## config.mk

```make
export PLATFORM = sky130hd
export DESIGN_NAME = rot_word_serializer
export DESIGN_NICKNAME = d
export VERILOG_FILES = /design/src/rtl/rot_ser_pkg.sv /design/src/rtl/rot_ser_bit_tick.sv /design/src/rtl/rot_word_serializer.sv
export SDC_FILE = /design/constraint.sdc
export NUM_CORES = 1
export LEC_CHECK = 0
export BUFFER_PORTS_ARGS = -buffer_cell sky130_fd_sc_hd__buf_2
export CORE_MARGIN = 5
export CORE_UTILIZATION = 59
export CTS_CLUSTER_SIZE = 12
export DETAILED_ROUTE_END_ITERATION = 10
export PLACE_DENSITY_LB_ADDON = 0.08
export SLEW_MARGIN = 30
export SYNTH_ARGS = -nofsm -noshare
export SYNTH_HDL_FRONTEND = slang
export SYNTH_SLANG_ARGS = --single-unit
```

## constraint.sdc

```tcl
create_clock -name clk -period 2.33 [get_ports clk]
set_input_delay 0.1165 -clock clk [delete_from_list [all_inputs] [get_ports clk]]
set_output_delay 0.1165 -clock clk [all_outputs]
set_load 0.02 [all_outputs]
```

## src/rtl/rot_ser_pkg.sv

```systemverilog
`default_nettype none
// ============================================================================
// Module      : rot_ser_pkg
// Description : Shared state encoding, line levels and frame-length helper
//               for the rot_word_serializer block.
// Revision    : 1.0 - initial release
// ============================================================================
package rot_ser_pkg;

    typedef enum logic [2:0] {
        IDLE   = 3'd0,
        START  = 3'd1,
        DATA   = 3'd2,
        PARITY = 3'd3,
        STOP   = 3'd4
    } state_t;

    localparam logic LINE_IDLE  = 1'b1;
    localparam logic LINE_START = 1'b0;

    // Total serial frame duration in clock cycles.
    function automatic int frame_len(input int width, input int div,
                                     input int stop_bits, input int p);
        return (1 + width + p + stop_bits) * div;
    endfunction

endpackage
`default_nettype wire

```

## src/rtl/rot_ser_bit_tick.sv

```systemverilog
`default_nettype none
// ============================================================================
// Module      : rot_ser_bit_tick
// Description : Bit-period divider counting 0..DIV-1; tick_o marks the last
//               cycle of each serial bit. clr_i holds the count at zero.
// Revision    : 1.0 - initial release
// ============================================================================
module rot_ser_bit_tick #(
    parameter int DIV = 4
) (
    input  logic clk,
    input  logic rst_n,
    input  logic clr_i,
    output logic tick_o
);

    localparam int              CNT_W    = (DIV > 1) ? $clog2(DIV) : 1;
    localparam logic [CNT_W-1:0] CNT_LAST = CNT_W'(DIV - 1);

    logic [CNT_W-1:0] cnt_q, cnt_d;

    always_comb begin
        cnt_d  = cnt_q;
        tick_o = 1'b0;
        if (clr_i) begin
            cnt_d = '0;
        end else if (cnt_q == CNT_LAST) begin
            cnt_d  = '0;
            tick_o = 1'b1;
        end else begin
            cnt_d = cnt_q + CNT_W'(1);
        end
    end

    always_ff @(posedge clk or negedge rst_n) begin
        if (!rst_n) begin
            cnt_q <= '0;
        end else begin
            cnt_q <= cnt_d;
        end
    end

endmodule
`default_nettype wire

```

## src/rtl/rot_word_serializer.sv

```systemverilog
`default_nettype none
// ============================================================================
// Module      : rot_word_serializer
// Description : Parallel-to-serial framer (start, MSB-first data, optional
//               even parity under ROT_SER_PARITY_EN, stop bits).
// Revision    : 1.0 - initial release
// ============================================================================
module rot_word_serializer
    import rot_ser_pkg::*;
#(
    parameter int WIDTH     = 4,
    parameter int DIV       = 4,
    parameter int STOP_BITS = 1
) (
    input  logic             clk,
    input  logic             rst_n,
    input  logic [WIDTH-1:0] in_data,
    input  logic             in_valid,
    output logic             in_ready,
    output logic             ser_out,
    output logic             busy,
    output logic             frame_done
);

    localparam int              CW        = $clog2(WIDTH + 1);
    localparam logic [CW-1:0]   BIT_LAST  = CW'(WIDTH - 1);
    localparam logic [CW-1:0]   STOP_LAST = CW'(STOP_BITS - 1);

    state_t           state_q, state_d;
    logic [CW-1:0]    bit_cnt_q, bit_cnt_d;
    logic [WIDTH-1:0] shreg_q, shreg_d;
    logic             frame_done_q, frame_done_d;
    logic             tick;
`ifdef ROT_SER_PARITY_EN
    logic             parity_q, parity_d;
`endif

    rot_ser_bit_tick #(
        .DIV    (DIV)
    ) u_bit_tick (
        .clk    (clk),
        .rst_n  (rst_n),
        .clr_i  (state_q == IDLE),
        .tick_o (tick)
    );

    always_comb begin
        state_d      = state_q;
        bit_cnt_d    = bit_cnt_q;
        shreg_d      = shreg_q;
        frame_done_d = 1'b0;
`ifdef ROT_SER_PARITY_EN
        parity_d     = parity_q;
`endif
        in_ready     = (state_q == IDLE);
        busy         = (state_q != IDLE);
        ser_out      = LINE_IDLE;

        case (state_q)
            IDLE: begin
                if (in_valid) begin
                    shreg_d = in_data;
`ifdef ROT_SER_PARITY_EN
                    parity_d = ^in_data;
`endif
                    state_d = START;
                end
            end
            START: begin
                ser_out = LINE_START;
                if (tick) state_d = DATA;
            end
            DATA: begin
                ser_out = shreg_q[WIDTH-1];
                if (tick) begin
                    shreg_d = shreg_q << 1;
                    if (bit_cnt_q == BIT_LAST) begin
                        bit_cnt_d = '0;
`ifdef ROT_SER_PARITY_EN
                        state_d   = PARITY;
`else
                        state_d   = STOP;
`endif
                    end else begin
                        bit_cnt_d = bit_cnt_q + CW'(1);
                    end
                end
            end
`ifdef ROT_SER_PARITY_EN
            PARITY: begin
                ser_out = parity_q;
                if (tick) state_d = STOP;
            end
`endif
            // The bit counter is reused to count stop bits.
            STOP: begin
                ser_out = LINE_IDLE;
                if (tick) begin
                    if (bit_cnt_q == STOP_LAST) begin
                        bit_cnt_d    = '0;
                        state_d      = IDLE;
                        frame_done_d = 1'b1;
                    end else begin
                        bit_cnt_d = bit_cnt_q + CW'(1);
                    end
                end
            end
            default: state_d = IDLE;
        endcase
    end

    always_ff @(posedge clk or negedge rst_n) begin
        if (!rst_n) begin
            state_q      <= IDLE;
            bit_cnt_q    <= '0;
            shreg_q      <= '0;
            frame_done_q <= 1'b0;
`ifdef ROT_SER_PARITY_EN
            parity_q     <= 1'b0;
`endif
        end else begin
            state_q      <= state_d;
            bit_cnt_q    <= bit_cnt_d;
            shreg_q      <= shreg_d;
            frame_done_q <= frame_done_d;
`ifdef ROT_SER_PARITY_EN
            parity_q     <= parity_d;
`endif
        end
    end

    assign frame_done = frame_done_q;

endmodule
`default_nettype wire

```

After elaboration in Yosys (flattened, before gate mapping)
Cells that the tools add are included.
W data, S select, Z words.
{"block": "word_totals", "inputBits": 7, "register_bits": 13, "out_inout_bits": 4, "wordCells": 49}
{"block": "classes", "n_addsub": 2, "n_reduce_logical": 8, "eq_ne": 11, "n_mux": 23}
{"op": "$mux W3", "count": 10}
{"op": "$ne A2 B2 Y1 const B", "count": 6}
{"op": "$pmux W3 S4", "count": 1}
{"op": "$mux W4", "count": 2}
{"op": "$pmux W4 S2", "count": 1}
{"op": "$eq A3 B2 Y1 const B", "count": 2}
{"op": "$logic_not A3 Y1", "count": 2}
{"op": "$pmux W3 S2", "count": 1}
{"op": "$reduce_and A3 Y1", "count": 2}
{"op": "$reduce_and A6 Y1", "count": 1}
{"op": "$mux W1", "count": 5}
{"op": "$mux W2", "count": 2}
{"op": "$reduce_bool A2 Y1", "count": 2}
{"op": "$add A3 B1 Y3 const B", "count": 1}
{"op": "$eq A3 B1 Y1 const B", "count": 1}
{"op": "$eq A3 B3 Y1 const B", "count": 1}
{"op": "$reduce_bool A3 Y1", "count": 1}
{"op": "$add A2 B1 Y2 const B", "count": 1}
{"op": "$eq A2 B2 Y1 const B", "count": 1}
{"op": "$pmux W1 S2", "count": 1}

Depth between registers and ports, before layout
Gate-level depths: netlist of the first run.
{"block": "logic_depth", "ltp_word": 5, "ltp_mapped": 6}

Hierarchy
Synthesis of the first run repeated with hierarchy kept, for this count alone.
{"block": "unflattened", "cells_unflattened": 81, "hier_area_um2": 834.6}
{"mod": "rot_word_serializer", "seq_area_each_um2": 275.3, "cells_per_inst": 75, "area_each_um2": 749.5, "instances": 1}
{"mod": "rot_ser_bit_tick", "seq_area_each_um2": 50.0, "cells_per_inst": 6, "area_each_um2": 85.1, "instances": 1}

Worst setup path before layout of the first run
Ideal clock, no wire load.
{"block": "synth_path", "path_kind": "reg-to-output", "from": "reg state_q[1]", "to": "out busy", "setup_slack_ns": 0.729, "n_path_buf": 1, "arrival_ns": 1.485, "stages_incl_launch_ff": 4, "path_cell_list": "dfrtp_1 > buf_6 > nor3_1 > inv_1"}
{"block": "synth_between", "elab_chain_len": 1}
{"item": "from (decl)", "line": "rot_word_serializer.sv:29", "rtl": "state_t state_q, state_d;"}
{"item": "from (signal assigned)", "line": "rot_word_serializer.sv:122", "rtl": "state_q <= state_d;"}
{"item": "$reduce_bool A3 Y1", "line": "rot_word_serializer.sv:56", "rtl": "busy = (state_q != IDLE);"}
{"item": "to (decl)", "line": "rot_word_serializer.sv:21", "rtl": "output logic busy,"}
No other way between the ends.

Worst setup path in the final report of the first run
{"block": "layout_path", "from": "reg state_q[1]", "to": "reg shreg_q[3]"}
{"block": "layout_between", "elab_chain_len": 4, "elab_cells_between_ends": 8}
{"item": "$logic_not A3 Y1", "line": "rot_word_serializer.sv:43, rot_word_serializer.sv:59"}
{"item": "$mux W1", "line": "rot_ser_bit_tick.sv:25", "rtl": "if (clr_i) begin"}
{"item": "$ne A2 B2 Y1 (no source line)"}
{"item": "$reduce_and A3 Y1 (no source line)"}
{"item": "to (signal assigned)", "line": "rot_word_serializer.sv:124", "rtl": "shreg_q <= shreg_d;"}
{"item": "to (decl)", "line": "rot_word_serializer.sv:31", "rtl": "logic [WIDTH-1:0] shreg_q, shreg_d;"}
Several ways; a longest one is shown, not always the timed one.
A chain may end at the register's enable or synchronous reset.

==> results of run 1 <==
[registers in the layout (all words and copies together) (netlist names)]
name              count
frame_done            1
u_bit_tick.cnt_q      2
shreg_q               4
state_q               3
bit_cnt_q             3
[cells in the mapped netlist]
library cell	instances	share of area
dfrtp_1	13	0.38
inv_1	9	0.040
ha_1	5	0.074
mux2_2	4	0.053
buf_6	3	0.040
mux2_1	3	0.040
nor2b_1	3	0.022
nor3_1	3	0.018
a21oi_1	2	0.012
and2b_2	2	0.021
mux2i_1	2	0.024
nand3_1	2	0.012
o21ai_0	2	0.012
o21ai_1	2	0.012
a211o_1	1	0.010
a22oi_1	1	0.0088
and3_2	1	0.0088
and4bb_1	1	0.015
buf_2	1	0.0059
mux2_4	1	0.018
nand2_1	1	0.0044
nand4b_1	1	0.010
nor2_1	1	0.0044
nor3_4	1	0.019
nor3b_1	1	0.0088
nor3b_2	1	0.015
nor3b_4	1	0.022
o211a_1	1	0.012
o21ai_2	1	0.010
o2bb2ai_1	1	0.010
o2bb2ai_2	1	0.018
or2b_2	1	0.010
xnor2_1	1	0.010
xor2_2	1	0.019
[where the power goes]
part / internal (mW) / switching, mW / total, mW / leakage [nW]
sequential: 0.306 / 0.100 / 0.406 / 0.165
clock: 0.0663 / 0.0732 / 0.140 / 0.0150
combinational: 0.194 / 0.191 / 0.385 / 0.233
[cell type report]
type / count / area, um^2
Inverter: 9 / 33.78
Timing Repair Buffer: 11 / 60.06
Multi-Input combinational cell: 49 / 451.7
Sequential cell: 13 / 325.3
Fill cell: 100 / 417.9
Tap cell: 15 / 18.77
Clock buffer: 4 / 26.28
[cell usage in the layout, fill, tap and decap left out, drive strengths merged, types with 2 or more instances in the layout]
cell type,n
nor2b,3
nor3,4
nand3,2
clkbuf,4
inv,9
mux2i,2
nor3b,3
buf,10
a21oi,2
mux2,8
ha,5
o21ai,5
o2bb2ai,2
and2b,2
dfrtp,13
[metrics by stage]
| stage | utilization | worst slack [ns] |
|---|---|---|
| 2_1_floorplan | - | 0.7290 |
| 3_3_place_gp | 0.6595 | 0.6699 |
| 3_5_place_dp | 0.6595 | 0.6520 |
| 4_1_cts | 0.6867 | 0.6430 |
| 5_1_grt | 0.6867 | 0.5393 |
| 6_report | 0.6867 | 0.6569 |
[layer usage]
| metal | up-vias | track usage | share of wire |
|---|---|---|---|
| li1 | 277 | - | - |
| met1 | 233 | 0.1968 | 0.49 |
| met2 | 9 | 0.2137 | 0.46 |
| met3 | 2 | 0.03383 | 0.043 |
| met4 | 0 | 0.09677 | 0.0092 |
| met5 | - | 0 | 0 |
[worst max-delay path: stages (launching register included)]
cell	delay (ns)
dfrtp_1	0.62
nor3b_4	0.35
mux2_1	0.34
mux2_2	0.26
[what timing repair did]
action | 4_1_cts | 5_1_grt
hold endpoints to repair | 13 | 0
hold buffers | 1 | 0
buffers inserted | 0 | 0
[logic make-up (layout without fill, tap and decap cells)]
family | after synthesis | after routing | synth area share
buffers and inverters | 13 | 24 | 0.08541
DFF | 13 | 13 | 0.3829
and+or+nand+nor | 20 | 20 | 0.1900
AOI/OAI and AO/OA | 12 | 12 | 0.1046
muxes | 10 | 10 | 0.1340
xor gates and xnor gates | 2 | 2 | 0.02946
adders and majority gates | 5 | 5 | 0.07364
[worst paths after layout]
kind | startpoint | endpoint | slack, ns | cells after the start
setup / recovery | state_q[1]$_DFFE_PN0P_ | shreg_q[3]$_DFFE_PN0P_ | 0.66 | 3
min in group asynchronous | rst_n | shreg_q[0]$_DFFE_PN0P_ | 0.26 | 2
hold / removal | in_data[2] | shreg_q[2]$_DFFE_PN0P_ | 0.17 | 3
hold reg to reg | u_bit_tick.cnt_q[0]$_DFF_PN0_ | u_bit_tick.cnt_q[0]$_DFF_PN0_ | 0.44 | 1
setup reg to reg | state_q[1]$_DFFE_PN0P_ | shreg_q[3]$_DFFE_PN0P_ | 0.66 | 3
max in group asynchronous | rst_n | state_q[0]$_DFFE_PN0P_ | 1.85 | 2
==> flow_summary_export.csv, run 1 <==
group,metric,value,unit
power_and_ir_drop,pwr_density_cell,1016,nW/um^2
critical_path,cp_max_fo,13,
yosys,synth.distinct_cells,34,
route,antenna_left,0,
floorplan,die-area,2299,um^2
route,wl,1310,um
route,drtIter0Drc,2,
clocking,cts_buffer_depth,2,
placed_design,portBuffers,10,
final_layout,num_antenna_cells,0,
critical_path,worstSetupEndpointType,"register",
sta,drv_slew,0,
route,first_pass_iters,2,
sta,fmax,597.7,MHz
yosys,synth_area,849.6,um^2
yosys,syn_nets,87,
sta,setup_tns,0,ns
yosys,yosysSeqAreaShare,0.3829,
clocking,cts_tree,"done",
global_routing,grt_usage,0.1483,
final_layout,fin_area,915.9,um^2
run,maxCapViolCount,0,
critical_path,start_kind,"register",
yosys,synth-seq-cells,13,
clocking,clock_latency,0.27,ns
route,vias,521,
route,wl_per_cell,12.97,um
global_routing,grt_pass1_vias,537,
clocking,cts_max_level,1,
global_routing,grt_max_degree,14,
final_layout,fin_cells,101,
final_layout,nets,99,
floorplan,num_rows,13,
floorplan,fp.dieW,47.95,um
final_layout,drive_above_1_share,0.3256,
sta,skew,0.004702,ns
clocking,numClockSinks,13,
sta,tightest_slew,0.4767,ns
sta,fin_crit_sh,0.7181,
floorplan,initial_core_util,0.6370,
route,drc,0,
power_and_ir_drop,p_leak,0.4131,nW
sta,hold_violations,0,
sta,finalSetupViolations,0,
route,via_per_inst,5.158,
placed_design,gp_congestion,0.7687,
clocking,clockRootBuffer,"clkbuf_4",
power_and_ir_drop,peakVddDrop,0.0006720,V
critical_path,critPathKind,"reg2reg",
final_layout,area.growth.synth_to_final,7.806,%
run_status,status,"complete, no violations",
clocking,cts_resized,0,
clocking,clk_pin_slew_worst_paths,0.08,ns
sta,whs,0.1724,ns
global_routing,grt.overflow.total,0,
yosys,avgSynthCellArea,11.33,um^2
placed_design,dpl-instance-area,879.6,um^2
placed_design,place_hpwl,983.1,um
power_and_ir_drop,power.total,0.9304,mW
clocking,cts_buffers,3,
min_path,hp-class,"in2reg",
floorplan,coreArea,1334,um^2
yosys,syn-instance-count,75,
sta,grt_setup_unrepaired,"false",
global_routing,antenna_found_initial,0,
sta,relSlewSlack,0.6822,
yosys,ys_warn_count,0,
placed_design,dp_cells,96,
global_routing,grt_pass1_wl,2297,um
sta,min_period,1.673,ns
critical_path,required,2.50,ns
floorplan,io_pins,11,
floorplan,die_height,47.95,um
critical_path,cp.arrival,1.84,ns
No activity file was read; power rests on OpenSTA's default activity.
==> inputs of run 2 (changes only) <==
--- a/config.mk
+++ b/config.mk
@@ -7,7 +7,7 @@
 export LEC_CHECK = 0
 export BUFFER_PORTS_ARGS = -buffer_cell sky130_fd_sc_hd__buf_2
 export CORE_MARGIN = 5
-export CORE_UTILIZATION = 59
+export CORE_UTILIZATION = 49
 export CTS_CLUSTER_SIZE = 12
 export DETAILED_ROUTE_END_ITERATION = 10
 export PLACE_DENSITY_LB_ADDON = 0.08
==> constraint.sdc (replaced) <==
create_clock -name clk -period 1.4 [get_ports clk]
set_input_delay 0.07 -clock clk [delete_from_list [all_inputs] [get_ports clk]]
set_output_delay 0.07 -clock clk [all_outputs]
set_load 0.02 [all_outputs]
==> run 2 against run 1 <==
Against the previous run:
- the run now ends with setup timing left
- first-iteration DRC count increased to 2.5 times the previous value
- total power rose by 120%
- sequential share of layout area is 8.6 points lower
- count of clock-buffer cells in the layout shrank 1
- critical path type unchanged
- critical endpoint is now shreg_q[2]$_DFFE_PN0P_
- largest cell class unchanged
- highest routed layer unchanged
==> flow_summary_export.csv, run 2 (synthesis gave the netlist of run 1 again) <==
group,metric,value,unit
critical_path,start_kind,"register",
sta,drv_slew,0,
floorplan,fp.dieW,51.64,um
run_status,violations,"setup timing",
floorplan,die_height,51.64,um
critical_path,worstSetupEndpointType,"register",
clocking,clock_latency,0.28,ns
critical_path,required,1.57,ns
sta,min_period,1.470,ns
critical_path,critPathKind,"reg2reg",
placed_design,place_hpwl,1219,um
global_routing,grt.overflow.total,0,
route,drtIter0Drc,5,
final_layout,fin_util,0.7148,
placed_design,portBuffers,10,
run_status,status,"finished with violations",
sta,relSlewSlack,0.7898,
power_and_ir_drop,peakVddDrop,0.001183,V
sta,tightest_slew,0.3149,ns
final_layout,mostFrequentLayoutCells,"buf_4, dfrtp_1",
route,first_pass_iters,4,
critical_path,cp.arrival,1.64,ns
min_path,hp-class,"in2reg",
critical_path,cp_max_fo,4,
route,via_per_inst,5.355,
sta,setup_tns,-0.2863,ns
power_and_ir_drop,p_leak,0.5646,nW
route,drc,0,
floorplan,coreArea,1689,um^2
global_routing,grt_max_degree,14,
power_and_ir_drop,p_int,1.294,mW
final_layout,nets,120,
clocking,clk_pin_slew_worst_paths,0.09,ns
power_and_ir_drop,power.total,2.072,mW
global_routing,grt_pass1_wl,3077,um
clocking,cts_tree,"done",
clocking,cts_buffer_depth,2,
final_layout,top_register,"shreg_q",
sta,fin_crit_sh,1.050,
final_layout,drive_above_1_share,0.5981,
clocking,cts_max_level,1,
global_routing,antenna_found_initial,0,
global_routing,grt_usage,0.1581,
sta,finalSetupViolations,8,
placed_design,gp_congestion,0.7689,
clocking,cts_buffers,3,
floorplan,num_rows,15,
final_layout,area.growth.synth_to_final,42.12,%
final_layout,final_common_cell,"buf_4",
run,maxCapViolCount,0,
power_and_ir_drop,pwr_density_cell,1716,nW/um^2
sta,grt_setup_unrepaired,"true",
floorplan,die-area,2667,um^2
floorplan,initial_core_util,0.5030,
sta,skew,0.003548,ns
power_and_ir_drop,p_sw_frac,0.3756,
final_layout,largestRegisters,"shreg_q x4, bit_cnt_q x3, state_q x3",
power_and_ir_drop,p_seq_frac,0.302,
global_routing,grt_pass1_vias,688,
power_and_ir_drop,pwr-share-comb,0.581,
sta,fmax,680.2,MHz
sta,hold_violations,0,
floorplan,io_pins,11,
clocking,numClockSinks,13,
route,antenna_left,0,
power_and_ir_drop,p_sw,0.7782,mW
final_layout,largest_reg_flops,4,
route,vias,664,
clocking,clockRootBuffer,"clkbuf_4",
final_layout,num_antenna_cells,0,
power_and_ir_drop,p_clk_frac,0.117,
sta,setup_ws,-0.07011,ns
route,wl_per_cell,15.20,um
route,wl,1885,um
final_layout,n_fill_cell,113,
run 2: changes by cell type in the layout (fill, tap and decap cells not counted), sizes merged:
cell | before | now
clkbuf | 4 | 3
clkinv | 0 | 1
buf | 10 | 31
run 2: final timing paths:
| path | start | to | slack, ns | cells past startpoint |
|---|---|---|---|---|
| worst max-delay path | state_q[0]$_DFFE_PN0P_ | shreg_q[2]$_DFFE_PN0P_ | -0.07 | 3 |
| worst min-delay path | in_valid | state_q[0]$_DFFE_PN0P_ | 0.12 | 3 |
| worst max register to register | state_q[0]$_DFFE_PN0P_ | shreg_q[2]$_DFFE_PN0P_ | -0.07 | 3 |
| worst min register to register | shreg_q[2]$_DFFE_PN0P_ | shreg_q[2]$_DFFE_PN0P_ | 0.53 | 1 |
| max in group asynchronous | rst_n | state_q[2]$_DFFE_PN0P_ | 0.97 | 2 |
| min in group asynchronous | rst_n | bit_cnt_q[0]$_DFFE_PN0P_ | 0.20 | 2 |
run 2: layout make-up:
cell class	instances	area, um^2	share of cell area
Multi-Input combinational cell	49	546.8	0.4528
Timing Repair Buffer	32	252.7	0.2093
Tap cell	17	21.27	0.01762
Clock buffer	3	22.52	0.01865
Sequential cell	13	325.3	0.2694
Inverter	9	33.78	0.02798
Clock inverter	1	5.005	0.004145
run 2: critical path, cell delays in order, from the launching register on:
cell     delay [ns]
dfrtp_1        0.43
nor3b_4        0.34
mux2_4         0.34
mux2_4         0.25
run 2: power groups by stage:
stage	Clock, mW	Sequential [mW]	Combinational [mW]
final	0.243	0.625	1.20
after global routing	0.273	0.642	1.31
after CTS	0.247	0.616	1.08
after detailed placement	0	0.609	0.848
after global placement	0	0.603	0.839
after floorplan	0	0.595	0.635
run 2: what timing repair did:
item | CTS | global route
hold buffers | 1 | 0
endpoints found under the hold margin | 13 | 0
resized for setup | 12 | 21
cloned | 0 | 0
endpoints found under the setup margin | 8 | 12
pin swaps | 2 | 8
buffers inserted | 7 | 5
run 2: per-layer routing:
| metal | global-route usage | part of all wire |
|---|---|---|
| met1 | 0.1971 | 0.44 |
| met3 | 0.03725 | 0.037 |
| met5 | 0 | 0 |
| met2 | 0.2564 | 0.51 |
| met4 | 0.07424 | 0.016 |
run 2: per-stage QoR:
stage          instances  instance area (um^2)  setup slack, ns  hold slack, ns
6_report             124                  1207         -0.07011          0.1171
5_1_grt              124                  1207          -0.1412          0.1437
4_1_cts              119                  1096         -0.06109          0.1118
3_5_place_dp         107                 954.7         -0.04870        -0.02104
3_3_place_gp         107                 954.7         -0.01033        -0.02618
2_1_floorplan         75                 854.6          0.02469         -0.2256
==> inputs of run 3 (changes only) <==
--- a/config.mk
+++ b/config.mk
@@ -6,9 +6,10 @@
 export NUM_CORES = 1
 export LEC_CHECK = 0
 export BUFFER_PORTS_ARGS = -buffer_cell sky130_fd_sc_hd__buf_2
-export CORE_MARGIN = 5
+export CORE_MARGIN = 2
 export CORE_UTILIZATION = 49
-export CTS_CLUSTER_SIZE = 12
+export CTS_CLUSTER_DIAMETER = 100
+export CTS_CLUSTER_SIZE = 8
 export DETAILED_ROUTE_END_ITERATION = 10
 export PLACE_DENSITY_LB_ADDON = 0.08
 export SLEW_MARGIN = 30
==> run 3 against run 2 <==
Against the previous run:
- the flow still finishes with violations (setup timing)
- largest power group unchanged
- global-route usage up 2.6 points
- worst hold slack worse by 0.0060 ns
- largest cell class unchanged
- count of clock-buffer cells in the layout up 1
- highest routed layer unchanged
==> flow_summary_export.csv, run 3 (synthesis gave the netlist of run 1 again) <==
group,metric,value,unit
final_layout,n_fill_cell,133,
sta,finalSetupViolations,5,
critical_path,worstSetupEndpointType,"register",
sta,hold_violations,0,
power_and_ir_drop,peakVddDrop,0.001587,V
final_layout,drive_above_1_share,0.4900,
floorplan,initial_core_util,0.5086,
global_routing,grt_pass1_vias,600,
global_routing,antenna_found_initial,0,
final_layout,mostFrequentLayoutCells,"dfrtp_1, buf_4, inv_1, buf_2, buf_6",
final_layout,top_register,"shreg_q",
route,drtIter0Drc,6,
sta,tightest_slew,0.3029,ns
critical_path,path_cells,"buf_4 > nor3b_4 > mux2_1 > mux2_2",
final_layout,fin_util,0.6622,
clocking,clk_pin_slew_worst_paths,0.09,ns
global_routing,grt_max_degree,14,
route,drc,0,
final_layout,fin_area,1106,um^2
critical_path,r2r_setup_slack,-0.08,ns
critical_path,required,1.57,ns
power_and_ir_drop,p_leak,0.4966,nW
critical_path,crit_slowest_cell,"dfrtp_1",
global_routing,grt_usage,0.1837,
floorplan,coreArea,1670,um^2
floorplan,die-area,2083,um^2
sta,skew,0.002090,ns
clocking,numClockSinks,13,
floorplan,io_pins,11,
route,vias,614,
final_layout,nets,113,
sta,min_period,1.475,ns
placed_design,gp_congestion,0.6978,
sta,fmax,677.9,MHz
floorplan,die_height,45.64,um
placed_design,portBuffers,10,
clocking,cts_max_level,1,
sta,grt_setup_unrepaired,"true",
global_routing,grt.overflow.total,0,
final_layout,final_common_cell,"dfrtp_1",
sta,drv_slew,0,
min_path,hp-class,"in2reg",
final_layout,largest_reg_flops,4,
clocking,cts_buffers,3,
run,maxCapViolCount,0,
clocking,clock_latency,0.27,ns
critical_path,critPathMaxStageDelay,0.38,ns
sta,whs,0.1111,ns
route,antenna_left,0,
route,wl,1656,um
critical_path,start_kind,"register",
clocking,cts_tree,"done",
critical_path,cp.arrival,1.64,ns
route,via_per_inst,5.248,
final_layout,largestRegisters,"shreg_q x4, bit_cnt_q x3, state_q x3",
run_status,violations,"setup timing",
critical_path,cp_max_fo,4,
route,wl_per_cell,14.15,um
route,first_pass_iters,3,
sta,relSlewSlack,0.7981,
placed_design,dpl-instance-area,947.2,um^2
sta,fin_crit_sh,1.054,
clocking,clockRootBuffer,"clkbuf_4",
power_and_ir_drop,pwr_density_cell,1754,nW/um^2
run_status,status,"finished with violations",
floorplan,num_rows,15,
sta,setup_ws,-0.07507,ns
global_routing,grt_pass1_wl,2670,um
final_layout,area.growth.synth_to_final,30.19,%
final_layout,num_antenna_cells,0,
critical_path,critPathKind,"reg2reg",
clocking,cts_buffer_depth,2,
sta,setup_tns,-0.2546,ns
floorplan,fp.dieW,45.64,um
placed_design,place_hpwl,1127,um
-- run 3: what timing repair did --
item	CTS	global route
endpoints found under the setup margin	4	11
hold buffers	1	0
endpoints found under the hold margin	13	0
resized for setup	8	12
setup buffers	6	0
pin swaps	2	8
-- run 3: worst paths after layout --
| kind | from | end | cells after the start |
|---|---|---|---|
| worst max-delay path | state_q[2]$_DFFE_PN0P_ | shreg_q[2]$_DFFE_PN0P_ | 4 |
| worst min-delay path | in_valid | state_q[0]$_DFFE_PN0P_ | 3 |
| worst max register to register | state_q[2]$_DFFE_PN0P_ | shreg_q[2]$_DFFE_PN0P_ | 4 |
| worst min register to register | u_bit_tick.cnt_q[0]$_DFF_PN0_ | u_bit_tick.cnt_q[0]$_DFF_PN0_ | 1 |
| max in group asynchronous | rst_n | bit_cnt_q[0]$_DFFE_PN0P_ | 2 |
| min in group asynchronous | rst_n | shreg_q[2]$_DFFE_PN0P_ | 2 |
-- run 3: cell type report --
type / count / area, um^2 / share of cell area
clock buffers: 4 / 26.28 / 0.02376
repair buffers: 25 / 192.7 / 0.1742
flip-flops and latches: 13 / 325.3 / 0.2941
multi-input cells: 49 / 506.7 / 0.4581
well taps: 17 / 21.27 / 0.01923
inverters: 9 / 33.78 / 0.03054
-- run 3: where the power goes --
| group | internal, mW | leakage [nW] | switching (mW) |
|---|---|---|---|
| logic | 0.582 | 0.316 | 0.501 |
| clock network | 0.110 | 0.0150 | 0.131 |
| registers | 0.511 | 0.165 | 0.105 |
-- run 3: worst max-delay path, delay by kind of cell (launching register included) --
family                 cells  cell delay (ns)
buffers and inverters      1             0.14
DFF                        1             0.38
muxes                      2             0.61
and+or+nand+nor            1             0.24
-- run 3: metrics by stage --
| step | power (mW) | worst slack, ns | cells |
|---|---|---|---|
| after detailed placement | 1.431 | 0.008028 | 106 |
| after global placement | 1.416 | 0.01832 | 106 |
| after CTS | 1.860 | -0.08425 | 117 |
| after global routing | 2.063 | -0.1737 | 117 |
| after floorplan | 1.231 | 0.02469 | 75 |
| final | 1.940 | -0.07507 | 117 |
-- run 3: metal layers --
| layer | global-route usage | wire [um] | vias to the layer above |
|---|---|---|---|
| li1 | - | - | 309 |
| met4 | 0.07059 | 13 | 0 |
| met3 | 0.03571 | 44 | 2 |
| met1 | 0.2562 | 757 | 295 |
| met2 | 0.2789 | 840 | 8 |
| met5 | 0 | 0 | - |
